$ cat src/rtl/vector_playback_ctrl.sv
// Purpose : read-side playback sequencer for the PC-to-vector FIFO; applies one FIFO word per dwell period.
// Latency : start in cycle 0 -> fifo_rd_en in cycle 1 -> vectoroutput updated at the end of cycle 2.
// Backpr. : never reads an empty FIFO; a dry FIFO mid-run parks in FETCH with sticky underflow and vectoroutput held.
//
// Ports:
//   vectorclk, vectorreset_n    sole clock, async active-low reset
//   start, stop                 1-cycle control pulses (stop has priority)
//   hold_cycles, vector_count   run configuration, latched on start (count 0 = continuous)
//   fifo_dout, fifo_empty       FIFO read data (1-cycle latency) and empty flag
//   fifo_rd_en                  FIFO read strobe (combinational)
//   vectoroutput                applied vector (registered)
//   busy, done, underflow       status: running, finite-run completion pulse, sticky underflow
//   vectors_played              vectors applied since the last start
module vector_playback_ctrl #(
    parameter int               WIDTH       = 32,
    parameter int               DIV_W       = 16,
    parameter int               CNT_W       = 32,
    parameter logic [WIDTH-1:0] IDLE_VECTOR = '0
) (
    input  logic             vectorclk,
    input  logic             vectorreset_n,
    input  logic             start,
    input  logic             stop,
    input  logic [DIV_W-1:0] hold_cycles,
    input  logic [CNT_W-1:0] vector_count,
    input  logic [WIDTH-1:0] fifo_dout,
    input  logic             fifo_empty,
    output logic             fifo_rd_en,
    output logic [WIDTH-1:0] vectoroutput,
    output logic             busy,
    output logic             done,
    output logic             underflow,
    output logic [CNT_W-1:0] vectors_played
);

    localparam logic [1:0] ST_IDLE  = 2'd0;
    localparam logic [1:0] ST_FETCH = 2'd1;
    localparam logic [1:0] ST_PLAY  = 2'd2;

    logic [1:0]       state;
    logic [1:0]       state_nxt;
    logic             pend;          // read issued last cycle, fifo_dout valid now
    logic [DIV_W-1:0] dwell;         // idle cycles left after the load cycle
    logic [DIV_W-1:0] hold_shadow;
    logic [CNT_W-1:0] count_shadow;

    logic             load;
    logic             final_cyc;
    logic             is_last;
    logic             launch;
    logic             done_set;
    logic             underflow_set;
    logic [CNT_W-1:0] played_inc;
    logic [CNT_W-1:0] played_cur;

    assign busy = (state != ST_IDLE);

    always_comb begin
        launch = (state == ST_IDLE) && start && !stop;

        // Data from a read issued just before a stop is swallowed.
        load = pend && !stop && (state != ST_IDLE);

        // Saturating increment keeps continuous runs from wrapping.
        played_inc = (vectors_played == {CNT_W{1'b1}}) ? vectors_played
                                                       : vectors_played + CNT_W'(1);
        played_cur = load ? played_inc : vectors_played;

        is_last = (count_shadow != '0) && (played_cur == count_shadow);

        // The load cycle is itself the first cycle of the dwell period, so with
        // hold 0 it is also the final one; otherwise the counter runs down to 0.
        final_cyc = (state == ST_PLAY) &&
                    (pend ? (hold_shadow == '0) : (dwell == '0));

        fifo_rd_en = 1'b0;
        unique case (state)
            ST_FETCH: fifo_rd_en = !fifo_empty && !stop;
            ST_PLAY:  fifo_rd_en = final_cyc && !is_last && !fifo_empty && !stop;
            default:  fifo_rd_en = 1'b0;
        endcase

        done_set      = !stop && final_cyc && is_last;
        underflow_set = !stop && final_cyc && !is_last && fifo_empty;

        state_nxt = state;
        if (stop) begin
            state_nxt = ST_IDLE;
        end else begin
            unique case (state)
                ST_IDLE: begin
                    if (start) state_nxt = ST_FETCH;
                end
                ST_FETCH: begin
                    if (!fifo_empty) state_nxt = ST_PLAY;
                end
                ST_PLAY: begin
                    if (final_cyc) begin
                        if (is_last)          state_nxt = ST_IDLE;
                        else if (!fifo_empty) state_nxt = ST_PLAY;
                        else                  state_nxt = ST_FETCH;
                    end
                end
                default: state_nxt = ST_IDLE;
            endcase
        end
    end

    always_ff @(posedge vectorclk or negedge vectorreset_n) begin
        if (!vectorreset_n) begin
            state <= ST_IDLE;
            pend  <= 1'b0;
            done  <= 1'b0;
        end else begin
            state <= state_nxt;
            pend  <= fifo_rd_en;
            done  <= done_set;
        end
    end

    // Run configuration is frozen for the whole run.
    always_ff @(posedge vectorclk or negedge vectorreset_n) begin
        if (!vectorreset_n) begin
            hold_shadow  <= '0;
            count_shadow <= '0;
        end else if (launch) begin
            hold_shadow  <= hold_cycles;
            count_shadow <= vector_count;
        end
    end

    always_ff @(posedge vectorclk or negedge vectorreset_n) begin
        if (!vectorreset_n) begin
            vectoroutput <= IDLE_VECTOR;
        end else if (load) begin
            vectoroutput <= fifo_dout;
        end
    end

    always_ff @(posedge vectorclk or negedge vectorreset_n) begin
        if (!vectorreset_n) begin
            vectors_played <= '0;
        end else if (launch) begin
            vectors_played <= '0;
        end else if (load) begin
            vectors_played <= played_inc;
        end
    end

    always_ff @(posedge vectorclk or negedge vectorreset_n) begin
        if (!vectorreset_n) begin
            dwell <= '0;
        end else if (load) begin
            dwell <= (hold_shadow == '0) ? '0 : hold_shadow - DIV_W'(1);
        end else if ((state == ST_PLAY) && !pend && (dwell != '0)) begin
            dwell <= dwell - DIV_W'(1);
        end
    end

    always_ff @(posedge vectorclk or negedge vectorreset_n) begin
        if (!vectorreset_n) begin
            underflow <= 1'b0;
        end else if (launch) begin
            underflow <= 1'b0;
        end else if (underflow_set) begin
            underflow <= 1'b1;
        end
    end

endmodule

$ cat config.mk
export PLATFORM = sky130hd
export DESIGN_NAME = vector_playback_ctrl
export DESIGN_NICKNAME = d
export VERILOG_FILES = /design/src/rtl/vector_playback_ctrl.sv
export SDC_FILE = /design/constraint.sdc
export NUM_CORES = 1
export LEC_CHECK = 0
export CORE_ASPECT_RATIO = 1.4
export CORE_MARGIN = 4
export CORE_UTILIZATION = 47
export DETAILED_ROUTE_END_ITERATION = 7
export GPL_TIMING_DRIVEN = 0
export PLACE_DENSITY = 0.85
export SETUP_SLACK_MARGIN = 0.15
export SLEW_MARGIN = 20
export SYNTH_ARGS = -nofsm -noshare
export SYNTH_HDL_FRONTEND = slang
export SYNTH_SLANG_ARGS = --single-unit
export TNS_END_PERCENT = 20
$ cat constraint.sdc
create_clock -name vectorclk -period 8.84 [get_ports vectorclk]
set_input_delay 1.768 -clock vectorclk [delete_from_list [all_inputs] [get_ports vectorclk]]
set_output_delay 1.768 -clock vectorclk [all_outputs]
set_load 0.1 [all_outputs]
==> run_results.csv <==
group,metric,value,unit
grt,gr-total-overflow,0,
clock_network,root_buffer,"sky130_fd_sc_hd__clkbuf_16",
route,vias_per_inst,5.82,
floorplan,floorplan.io_pins,153,
synthesis,syn-cell-area,8110,µm²
timing,timing.final.hold_violations,0,
route,totalWireLength,27600,µm
route,dr.pass1.iters,5,
pwr,power_per_cell_area,287,nW/µm²
route,route.vias.total,8033,
clock_network,worst_setup_hold_path_clk_slew,0.07,ns
critical_path,worstReg2RegStart,"vectors_played[19]",
pwr,ir_drop,230,µV
layout,nNetsFinal,1257,
critical_path,critical_path.endpoint_type,"output pin",
timing,grt_setup_unrepaired,"false",
critical_path,crit_cells,13,
synthesis,ys_async_sr_fraction,100,%
route,drtIter0Drc,571,
place,detailed_place_hpwl,21100,µm
grt,grt_pass1_wl,43200,µm
synthesis,postSynthRegisterBits,133,
hold_path,hp-start,"vectoroutput[12]",
layout,layout_overhead_on_the_synthesized_area,29.5,%
synthesis,yosys.cell_count.top_type,"sky130_fd_sc_hd__nand2_1",
hold_path,hold_path.class,"flip-flop to flip-flop",
synthesis,synth_cell_types,72,
grt,grt_max_degree,80,
layout,final_layout_size_suffix_gt1_share,5.52,%
synthesis,synth_warnings,0,
floorplan,fp-row-count,56,
floorplan,core_ar,16800,µm²
clock_network,cts_setup_buffers,0,
clock_network,cts_hold_buf,0,
grt,grt_resource_usage_total,28.6,%
synthesis,post_synth_main_area_contributors,"sky130_fd_sc_hd__dfrtp_1 41%, sky130_fd_sc_hd__nand2_1 13%, sky130_fd_sc_hd__xnor2_1 5.4%, sky130_fd_sc_hd__nor2_1 4.2%, sky130_fd_sc_hd__xor2_1 2.4%",
synthesis,syn_inst,994,
critical_path,cp_data_required_time,7.07,ns
timing,setup_viol_count_final,0,
critical_path,cpPeakStageDelay,1.00,ns
timing,final_min_period_over_clock_period,95.3,%
critical_path,worstRegToRegCells,13,
critical_path,worst_path_max_delay_cell,"sky130_fd_sc_hd__clkdlybuf4s50_1",
hold_path,holdPathStages,2,
timing,setup-tns-final,0,ns
floorplan,die-area,19400,µm²
timing,drv_slew,0,
critical_path,critical_path.n_buffers_inverters,4,
timing,max-slew-margin-rel,32.2,%
clock_network,post_cts_gate_resize_count,0,
critical_path,critPathKind,"input pin to output pin",
clock_network,insertion_delay,0.45,ns
critical_path,crit_path_start,"stop",
flow_run,drv_cap,0,
synthesis,synth.top_cell.area_share,41.1,%
synthesis,synth_enable_flop_cells,0,
critical_path,critical-path-top-delay-family,"simple AND/OR/NAND/NOR gates",
synthesis,cell_type_with_the_highest_aggregate_area_in_the_netlist,"sky130_fd_sc_hd__dfrtp_1",
clock_network,cts_num_sinks,133,
synthesis,flip_flop_cell_with_the_highest_count_after_synthesis,"sky130_fd_sc_hd__dfrtp_1",
route,drc,0,
grt,grt_antenna_before_repair,0,
timing,max_freq,119,MHz
clock_network,clk_path_buf_depth,2,
layout,n_antenna_cell,0,
route,number_of_nets_with_antenna_violations_after_detailed_routing,0,
critical_path,cp_startpoint_kind,"input pin",
synthesis,syn-num-nets,1086,
timing,worst_slew_pin_slew,1.01,ns
timing,clock-skew-final,0.0135,ns
timing,timing.final.crit_period,8.43,ns
critical_path,crit_path_max_fanout,10,
floorplan,die_width,119,µm
clock_network,cts-htree-levels,4,
clock_network,cts_tree,"built",
synthesis,synth.yosys.seq_area_share,41.1,%
grt,vias_in_the_first_global_route,8089,
place,pre_cts_slack,0.499,ns
synthesis,avgSynthCellArea,8.15,µm²
timing,final.setup.worst_slack,0.414,ns
critical_path,arrival,6.66,ns
pwr,leakage,4.53,nW
critical_path,worstPathCellList,"buf_6, or3b_1, buf_2, or4_4, buf_6, nor3_1, nor3_1, a2111oi_0, nand4_1, or4_1, nor4_1, nor2_1, clkdlybuf4s50_1",
floorplan,start_util,48.2,%
place,finalWeightedCongestion,0.985,
synthesis,ys_top_cells_by_count,"276 x sky130_fd_sc_hd__nand2_1, 133 x sky130_fd_sc_hd__dfrtp_1, 90 x sky130_fd_sc_hd__nor2_1",
route,final_routed_wire_length_divided_by_cell_count,20.0,µm
clock_network,cts_made_buffers,17,
place,placement.io_buffers,151,
outcome,status,"completed",
floorplan,die_height,163,µm
[sequential cells by signal, indices dropped and copies added, names as in the netlist]
name            count
done                1
vectoroutput       32
dwell              16
state               2
vectors_played     32
underflow           1
count_shadow       32
hold_shadow        16
pend                1
[tightest hold or removal path: cells and delay by family, from the launching register on]
kind	cells	cell delay, ns
DFF	1	0.34
and+or+nand+nor	2	0.10
[final cells by class]
type | count | area, µm²
Timing Repair Buffer | 152 | 1540
Tap cell | 203 | 254
Sequential cell | 133 | 3330
Clock buffer | 17 | 425
Buffer | 55 | 226
Inverter | 20 | 75.1
Clock inverter | 15 | 158
Multi-Input combinational cell | 786 | 4490
Fill cell | 1486 | 6320
[final timing paths]
| kind | slack [ns] | endpoint |
|---|---|---|
| max | 0.41 | fifo_rd_en |
| min | 0.48 | vectoroutput[12] |
| max reg2reg | 4.00 | pend |
| min reg2reg | 0.48 | vectoroutput[12] |
| max in group asynchronous | 6.88 | vectoroutput[26] |
| min in group asynchronous | 1.22 | vectors_played[21] |
[power breakdown]
group | internal, W | switching [W]
sequential | 0.000797 | 0.000213
combinational | 0.000429 | 0.000863
clock | 0.000378 | 0.000336
[kinds of logic after synthesis]
logic type	count (synthesis)	synth area share, %
fa+ha+maj	7	1.08
flops	133	41.1
xor+xnor	75	8.63
mux	11	1.40
simple gates	572	34.1
buf+inv	75	3.72
compound gates	121	10.0
[cells in the final DEF, fill, tap and decap left out, types with 20 or more instances in the layout]
cell type,n
sky130_fd_sc_hd__o21ai_0,27
sky130_fd_sc_hd__a21oi_1,26
sky130_fd_sc_hd__xor2_1,22
sky130_fd_sc_hd__xnor2_1,50
sky130_fd_sc_hd__nand2_1,276
sky130_fd_sc_hd__nor4_1,26
sky130_fd_sc_hd__nor2_1,90
sky130_fd_sc_hd__clkbuf_1,45
sky130_fd_sc_hd__inv_1,20
sky130_fd_sc_hd__nand3_1,21
sky130_fd_sc_hd__nor3_1,26
sky130_fd_sc_hd__dfrtp_1,133
sky130_fd_sc_hd__nand4_1,21
sky130_fd_sc_hd__clkdlybuf4s50_1,150
[through the flow]
step / cell area, µm² / std cells / utilization [%] / total power [W] / hold slack (ns)
2_1_floorplan: 8110 / 994 / - / 0.00189 / 0.468
3_3_place_gp: 9870 / 1348 / 58.7 / 0.00227 / 0.457
3_5_place_dp: 9910 / 1349 / 58.9 / 0.00230 / 0.462
4_1_cts: 10500 / 1381 / 62.4 / 0.00301 / 0.480
5_1_grt: 10500 / 1381 / 62.4 / 0.00317 / 0.503
6_report: 10500 / 1381 / 62.4 / 0.00302 / 0.476
[routing by layer]
layer	track usage (%)	up-vias	routed length, µm	part of all wire, %
li1	-	3777	-	-
met1	32.0	3834	10300	38
met2	50.3	329	14100	51
met3	6.93	93	1740	6.3
met4	14.8	0	1390	5.1
met5	0	-	0	0
(Power assumes the default switching activity.)
